[src/rtl/core2axil_pkg.sv]
// Shared types and AXI response codes for the core-to-AXI4-Lite bridge.
package core2axil_pkg;

    typedef enum logic [2:0] {
        IDLE,
        WR_REQ,
        WR_RSP,
        RD_REQ,
        RD_RSP,
        DONE
    } core2axil_state_e;

    localparam logic [1:0] RESP_OKAY   = 2'b00;
    localparam logic [1:0] RESP_EXOKAY = 2'b01;
    localparam logic [1:0] RESP_SLVERR = 2'b10;
    localparam logic [1:0] RESP_DECERR = 2'b11;

    function automatic logic resp_is_err(input logic [1:0] resp);
        case (resp)
            RESP_OKAY, RESP_EXOKAY:   return 1'b0;
            RESP_SLVERR, RESP_DECERR: return 1'b1;
            default:                  return 1'b0;
        endcase
    endfunction

endpackage

[src/rtl/core2axil_lane_steer.sv]
// Maps the 32-bit core data path onto a 32- or 64-bit AXI data bus.
module core2axil_lane_steer #(
    parameter int AXI_DATA_WIDTH = 32
) (
    input  logic                        addr_hi_i,
    input  logic [3:0]                  be_i,
    input  logic [31:0]                 wdata_i,
    input  logic [AXI_DATA_WIDTH-1:0]   axi_rdata_i,
    output logic [AXI_DATA_WIDTH-1:0]   axi_wdata_o,
    output logic [AXI_DATA_WIDTH/8-1:0] axi_wstrb_o,
    output logic [31:0]                 rdata_o
);

    generate
        if (AXI_DATA_WIDTH == 64) begin : g_w64
            // Address bit 2 picks the 32-bit half; data is replicated so either half is valid.
            assign axi_wdata_o = {wdata_i, wdata_i};
            assign axi_wstrb_o = addr_hi_i ? {be_i, 4'b0000} : {4'b0000, be_i};
            assign rdata_o     = addr_hi_i ? axi_rdata_i[63:32] : axi_rdata_i[31:0];
        end else begin : g_w32
            logic unused_addr_hi;
            assign unused_addr_hi = addr_hi_i;
            assign axi_wdata_o    = wdata_i;
            assign axi_wstrb_o    = be_i;
            assign rdata_o        = axi_rdata_i;
        end
    endgenerate

endmodule

[src/rtl/core2axil_bridge.sv]
// PULP core data port (req/gnt/rvalid) to AXI4-Lite master, one transaction in flight.
module core2axil_bridge
    import core2axil_pkg::*;
#(
    parameter int          AXI_ADDR_WIDTH = 32,
    parameter int          AXI_DATA_WIDTH = 32,
    parameter logic [2:0]  AXI_PROT       = 3'b000
) (
    input  logic                        clk_i,
    input  logic                        rst_i,
    input  logic                        data_req_i,
    output logic                        data_gnt_o,
    output logic                        data_rvalid_o,
    output logic                        data_err_o,
    input  logic [AXI_ADDR_WIDTH-1:0]   data_addr_i,
    input  logic                        data_we_i,
    input  logic [3:0]                  data_be_i,
    input  logic [31:0]                 data_wdata_i,
    output logic [31:0]                 data_rdata_o,
    output logic                        axi_awvalid_o,
    input  logic                        axi_awready_i,
    output logic [AXI_ADDR_WIDTH-1:0]   axi_awaddr_o,
    output logic [2:0]                  axi_awprot_o,
    output logic                        axi_wvalid_o,
    input  logic                        axi_wready_i,
    output logic [AXI_DATA_WIDTH-1:0]   axi_wdata_o,
    output logic [AXI_DATA_WIDTH/8-1:0] axi_wstrb_o,
    input  logic                        axi_bvalid_i,
    output logic                        axi_bready_o,
    input  logic [1:0]                  axi_bresp_i,
    output logic                        axi_arvalid_o,
    input  logic                        axi_arready_i,
    output logic [AXI_ADDR_WIDTH-1:0]   axi_araddr_o,
    output logic [2:0]                  axi_arprot_o,
    input  logic                        axi_rvalid_i,
    output logic                        axi_rready_o,
    input  logic [AXI_DATA_WIDTH-1:0]   axi_rdata_i,
    input  logic [1:0]                  axi_rresp_i
);

    core2axil_state_e          state_q, state_d;
    logic [AXI_ADDR_WIDTH-1:0] addr_q, addr_d;
    logic [3:0]                be_q, be_d;
    logic [31:0]               wdata_q, wdata_d;
    logic                      aw_done_q, aw_done_d;
    logic                      w_done_q, w_done_d;
    logic                      err_q, err_d;
    logic [31:0]               rdata_q, rdata_d;
    logic [31:0]               rdata_steered;

    core2axil_lane_steer #(
        .AXI_DATA_WIDTH (AXI_DATA_WIDTH)
    ) u_lane_steer (
        .addr_hi_i   (addr_q[2]),
        .be_i        (be_q),
        .wdata_i     (wdata_q),
        .axi_rdata_i (axi_rdata_i),
        .axi_wdata_o (axi_wdata_o),
        .axi_wstrb_o (axi_wstrb_o),
        .rdata_o     (rdata_steered)
    );

    always_comb begin
        // NOTE: every next-state signal gets its hold value first so no path infers a latch.
        state_d   = state_q;
        addr_d    = addr_q;
        be_d      = be_q;
        wdata_d   = wdata_q;
        aw_done_d = aw_done_q;
        w_done_d  = w_done_q;
        err_d     = err_q;
        rdata_d   = rdata_q;
        case (state_q)
            IDLE: begin
                if (data_req_i) begin
                    addr_d    = data_addr_i;
                    be_d      = data_be_i;
                    wdata_d   = data_wdata_i;
                    aw_done_d = 1'b0;
                    w_done_d  = 1'b0;
                    err_d     = 1'b0;
                    rdata_d   = '0;
                    state_d   = data_we_i ? WR_REQ : RD_REQ;
                end
            end
            WR_REQ: begin
                aw_done_d = aw_done_q | axi_awready_i;
                w_done_d  = w_done_q | axi_wready_i;
                if (aw_done_d && w_done_d) state_d = WR_RSP;
            end
            WR_RSP: begin
                if (axi_bvalid_i) begin
                    err_d   = resp_is_err(axi_bresp_i);
                    state_d = DONE;
                end
            end
            RD_REQ: begin
                if (axi_arready_i) state_d = RD_RSP;
            end
            RD_RSP: begin
                if (axi_rvalid_i) begin
                    rdata_d = rdata_steered;
                    err_d   = resp_is_err(axi_rresp_i);
                    state_d = DONE;
                end
            end
            DONE:    state_d = IDLE;
            default: state_d = IDLE;
        endcase
    end

    // NOTE: sequential state uses non-blocking assignments so all registers update together.
    always_ff @(posedge clk_i or posedge rst_i) begin
        if (rst_i) begin
            state_q   <= IDLE;
            addr_q    <= '0;
            be_q      <= '0;
            wdata_q   <= '0;
            aw_done_q <= 1'b0;
            w_done_q  <= 1'b0;
            err_q     <= 1'b0;
            rdata_q   <= '0;
        end else begin
            state_q   <= state_d;
            addr_q    <= addr_d;
            be_q      <= be_d;
            wdata_q   <= wdata_d;
            aw_done_q <= aw_done_d;
            w_done_q  <= w_done_d;
            err_q     <= err_d;
            rdata_q   <= rdata_d;
        end
    end

    // Grant is gated by reset so a request held through reset is not accepted early.
    assign data_gnt_o    = data_req_i && (state_q == IDLE) && !rst_i;
    assign data_rvalid_o = (state_q == DONE);
    assign data_err_o    = err_q;
    assign data_rdata_o  = rdata_q;

    assign axi_awvalid_o = (state_q == WR_REQ) && !aw_done_q;
    assign axi_wvalid_o  = (state_q == WR_REQ) && !w_done_q;
    assign axi_bready_o  = (state_q == WR_RSP);
    assign axi_arvalid_o = (state_q == RD_REQ);
    assign axi_rready_o  = (state_q == RD_RSP);
    assign axi_awaddr_o  = addr_q;
    assign axi_araddr_o  = addr_q;
    assign axi_awprot_o  = AXI_PROT;
    assign axi_arprot_o  = AXI_PROT;

endmodule

[config.mk]
export PLATFORM = sky130hd
export DESIGN_NAME = core2axil_bridge
export DESIGN_NICKNAME = d
export VERILOG_FILES = /design/src/rtl/core2axil_pkg.sv /design/src/rtl/core2axil_lane_steer.sv /design/src/rtl/core2axil_bridge.sv
export SDC_FILE = /design/constraint.sdc
export NUM_CORES = 1
export LEC_CHECK = 0
export CORE_MARGIN = 1.5
export CORE_UTILIZATION = 37
export DETAILED_ROUTE_END_ITERATION = 10
export GPL_ROUTABILITY_DRIVEN = 0
export GPL_TIMING_DRIVEN = 0
export PLACE_DENSITY = 0.78
export SETUP_SLACK_MARGIN = 0.4
export SYNTH_ARGS = -nofsm -noshare
export SYNTH_HDL_FRONTEND = slang
export SYNTH_HIERARCHICAL = 1
export SYNTH_SLANG_ARGS = --single-unit
export TNS_END_PERCENT = 30
[constraint.sdc]
create_clock -name clk_i -period 5.8 [get_ports clk_i]
set_input_delay 1.74 -clock clk_i [delete_from_list [all_inputs] [get_ports clk_i]]
set_output_delay 1.74 -clock clk_i [all_outputs]
set_load 0.02 [all_outputs]
**Word level (Yosys, flattened, before mapping)**

Index checks and enable logic that the tools add are counted.

- Word-level logic and storage cells: 67
- Input bits: 113
- Flip-flop bits (word level): 106

- Reductions and logical operators: 23
- Multiplexer cells: 18
- Bitwise logic cells: 2
- Equal/unequal tests: 16

Operators by type and width:

| cell | count |
|---|---|
| $mux W32 | 2 |
| $pmux W32 S2 | 1 |
| $mux W3 | 5 |
| $pmux W3 S5 | 1 |
| $eq A2 B2 Y1 const B | 4 |
| $ne A2 B2 Y1 const B | 4 |
| $pmux W1 S2 | 4 |
| $reduce_or A2 Y1 | 4 |
| $eq A3 B2 Y1 const B | 2 |
| $eq A3 B3 Y1 const B | 2 |
| $logic_and A1 B1 Y1 | 5 |
| $reduce_and A5 Y1 | 1 |
| $eq A2 B1 Y1 const B | 2 |
| $logic_not A2 Y1 | 2 |
| $reduce_and A2 Y1 | 2 |
| $reduce_and A4 Y1 | 1 |
| $reduce_bool A2 Y1 | 2 |
| $eq A3 B1 Y1 const B | 1 |
| $logic_not A1 Y1 | 3 |
| $logic_not A3 Y1 | 1 |
| $mux W1 | 3 |
| $pmux W1 S3 | 1 |
| $reduce_and A3 Y1 | 1 |
| $reduce_bool A3 Y1 | 1 |
| other kinds (3) | 4 |

**Longest topological paths before layout**

- Word-level depth: 5
- Gate-level depth with buffers: 7
- Depth with buffers taken out: 5

**By module**

The synthesis kept the hierarchy.

Modules (own cells, without submodules):

| module | area each (sq um) | sequential area each (sq um) | times used | cells an instance |
|---|---|---|---|---|
| core2axil_bridge | 4655.7 | 2652.5 | 1 | 309 |
| core2axil_lane_steer | 510.5 | 0.0 | 1 | 68 |

**Worst setup path before layout**

No wires, ideal clock.

- Kind: in2out
- Start: input rst_i
- End: output data_gnt_o
- Required time: 4060 ps
- Data arrival time: 4480 ps
- Path slack: -420 ps
- Cell stages on the path: 2
- Path through: inv_1 > and3_1

- Word-level cells in the longest chain between the ends: 2

RTL lines:

| item | RTL line | text |
|---|---|---|
| start: declaration | core2axil_bridge.sv:10 | `input logic rst_i,` |
| $logic_not A1 Y1 | core2axil_bridge.sv:136 | `assign data_gnt_o = data_req_i && (state_q == IDLE) && !rst_i;` |
| $logic_and A1 B1 Y1 | core2axil_bridge.sv:136 |  |
| end: declaration | core2axil_bridge.sv:12 | `output logic data_gnt_o,` |

No other way between the ends.

**Final worst setup path**

Same ends and word-level chain as after synthesis.

==> qor.txt <==
CTS H-Tree Depth: 3
filler instances: 1086
vias per std cell: 4.43
Period minus WS final: 5290 ps
Rows: 42
YS warnings: 6
global-route wire length before repair: 18.6 mm
Routed Wire Length: 12.2 mm
mapped cell area: 0.00517 sq mm
Peak VDD IR: 346 uV
initial antenna violation count: 0
layout cells sized above 1: 34.6%
Detail Route Antenna Nets: 0
IO Port Bufs: 218
Worst Skew: 6.95 ps
I/O pin cnt: 259
critical path required time: 4060 ps
final setup TNS: 0 ps
Pleak: 3.65 nW
Area Overhead vs Synth: 54.2%
Worst Path Class, Setup: input pin to output pin
Post-CTS Setup Bufs: 0
Placed Area: 0.00766 sq mm
root buf cell: clkbuf_16
Tcrit/Tclk final: 91.3%
unrepaired setup endpoints after global routing: false
post-synthesis sequential area ratio: 51.3%
Startpoint Class: input pin
Synth cell types: 30
Max-cap violations: 0
die width: 121 um
Avg Cell Area, Syn: 13.7 sq um
wire per inst: 15.4 um
Worst path max stage delay: 560 ps
Synth area leader: dfrtp_1
clk sinks: 106
DIE HEIGHT: 121 um
CTS Buf Count: 9
core area: 0.0135 sq mm
Max Transition Viols Final: 0
share of the synthesized area in the top cell type: 51.3%
ANT cells: 0
final hold slack: 507 ps
slowest cell on the critical path: clkdlybuf4s50_1
Clock Pin Slew Worst Setup and Hold Paths: 60 ps
total gr overflow: 0
Synth Register Bits: 106
Initial Util: 38.4%
drt drc: 0
Post-DP HPWL: 9.41 mm
final hold vios: 0
vias: 3525
HP Class: register to register
Crit Path Max Fanout: 43
status: finished, final reports clean
Setup violations, final: 0
Post-synth top flop: dfrtp_1
Clock Latency Late Sink: 340 ps
CTS tree: yes
drt initial violations: 71
Worst setup EP type: output pin
Hold-fix buffers, CTS: 0
Post-synth EDFFs: 0
asr flop ratio synth: 100%
largest net degree at the start of global routing: 44
Finished Cell Area: 0.00797 sq mm
most frequent CP cell: clkdlybuf4s50_1
PwrDens: 608 mW/mm^2
top cells by area, synth: dfrtp_1 51%, mux2_4 20%, buf_4 16%
Peak Freq: 189 MHz
Hold Crit Depth: 1
CTS Buffer Depth: 2
CP arrival: 3550 ps
worst-path cell chain: clkdlybuf4s50_1 -> clkinvlp_4 -> buf_12 -> and3_2 -> clkdlybuf4s50_1
cells on worst reg2reg path: 5
vias in the first global route: 3545
nets: 727
global-route usage over all layers: 16.5%
post-cts sizing count: 0
die area: 0.0147 sq mm
post-synthesis cell count: 377
drt first pass iters: 4
placed cells by master (no fill, tap or decap), types with 2 or more instances in the layout:
cell type | netlist | layout
a21oi_1 | 5 | 5
a22o_1 | 32 | 32
buf_12 | 0 | 2
clkbuf_16 | 0 | 9
conb_1 | 1 | 6
clkdlybuf4s50_1 | 0 | 218
clkbuf_1 | 2 | 3
nor2b_1 | 4 | 4
buf_4 | 109 | 109
nor2_1 | 6 | 6
nor3_1 | 3 | 3
a221oi_1 | 2 | 2
buf_2 | 5 | 5
and2_1 | 2 | 2
dfrtp_1 | 106 | 106
buf_6 | 8 | 8
mux2_2 | 2 | 2
clkinvlp_4 | 0 | 3
inv_2 | 2 | 2
mux2_4 | 68 | 68
nand2_1 | 5 | 5
final cells by class:
class | count | area (sq um) | share of cell area, %
plain buffers | 124 | 941 | 11.8
multi-input cells | 148 | 1580 | 19.8
clock buffers | 11 | 243 | 3.05
flip-flops and latches | 106 | 2650 | 33.3
clock inverters | 5 | 62.6 | 0.785
inverters | 4 | 18.8 | 0.236
well taps | 176 | 220 | 2.76
repair buffers | 221 | 2250 | 28.2
logic make-up after synthesis:
kind of cell    synth area share (%)
flops                           51.3
buf+inv                         18.5
compound gates                  7.12
simple gates                    2.57
mux                             20.4
other cells                   0.0726
stage by stage:
stage	setup WS [ps]	cells	power, W	util (%)
global route	422	795	0.00510	59.2
global placement	-1470	776	0.00420	56.4
finish	507	795	0.00485	59.2
floorplan	228	382	0.00307	-
CTS	486	795	0.00490	59.2
detailed placement	481	779	0.00425	56.9
metal layers:
layer  up-vias  routed length [um]  GRT usage (%)
met5         -                   0              0
met3         8                1120           6.91
met4         0                 102           3.75
met2       150                6170           28.8
li1       1651                   -              -
met1      1716                4830           18.8
cell usage after synthesis, types with 2 or more instances:
cell / number
a21oi_1: 5
a221oi_1: 2
a22o_1: 32
and2_1: 2
and3_1: 2
buf_2: 5
buf_4: 109
buf_6: 8
clkbuf_1: 2
dfrtp_1: 106
inv_1: 2
inv_2: 2
mux2_2: 2
mux2_4: 68
nand2_1: 5
nor2_1: 6
nor2b_1: 4
nor3_1: 3
state kept, by name (all words and copies together) (netlist names):
| name | cells |
|---|---|
| aw_done_q | 1 |
| axi_araddr_o | 32 |
| be_q | 4 |
| data_err_o | 1 |
| data_rdata_o | 32 |
| state_q | 3 |
| w_done_q | 1 |
| wdata_q | 32 |
worst max-delay path: cells and delay by family:
kind | cells | cell delay [ps]
and+or+nand+nor | 1 | 200
buffers and inverters | 4 | 1600
final timing paths:
path / startpoint / to / slack [ps]
max reg2reg: state_q[1]$_DFFE_PP0P_ / axi_araddr_o[11]$_DFFE_PP0P_ / 4200
max in group asynchronous: rst_i / axi_araddr_o[29]$_DFFE_PP0P_ / 3480
min: data_rdata_o[27]$_DFFE_PP0P_ / data_rdata_o[27]$_DFFE_PP0P_ / 510
max: rst_i / data_gnt_o / 510
min reg2reg: data_rdata_o[27]$_DFFE_PP0P_ / data_rdata_o[27]$_DFFE_PP0P_ / 510
min in group asynchronous: rst_i / data_rdata_o[30]$_DFFE_PP0P_ / 1690
where the power goes:
group | internal, W | switching, W | leakage (nW)
sequential | 0.00110 | 0.000238 | 1.31
combinational | 0.00169 | 0.00120 | 2.19
clock | 0.000349 | 0.000268 | 0.142
total | 0.00314 | 0.00171 | 3.65
Note: power is estimated with default switching activity, not from simulation.
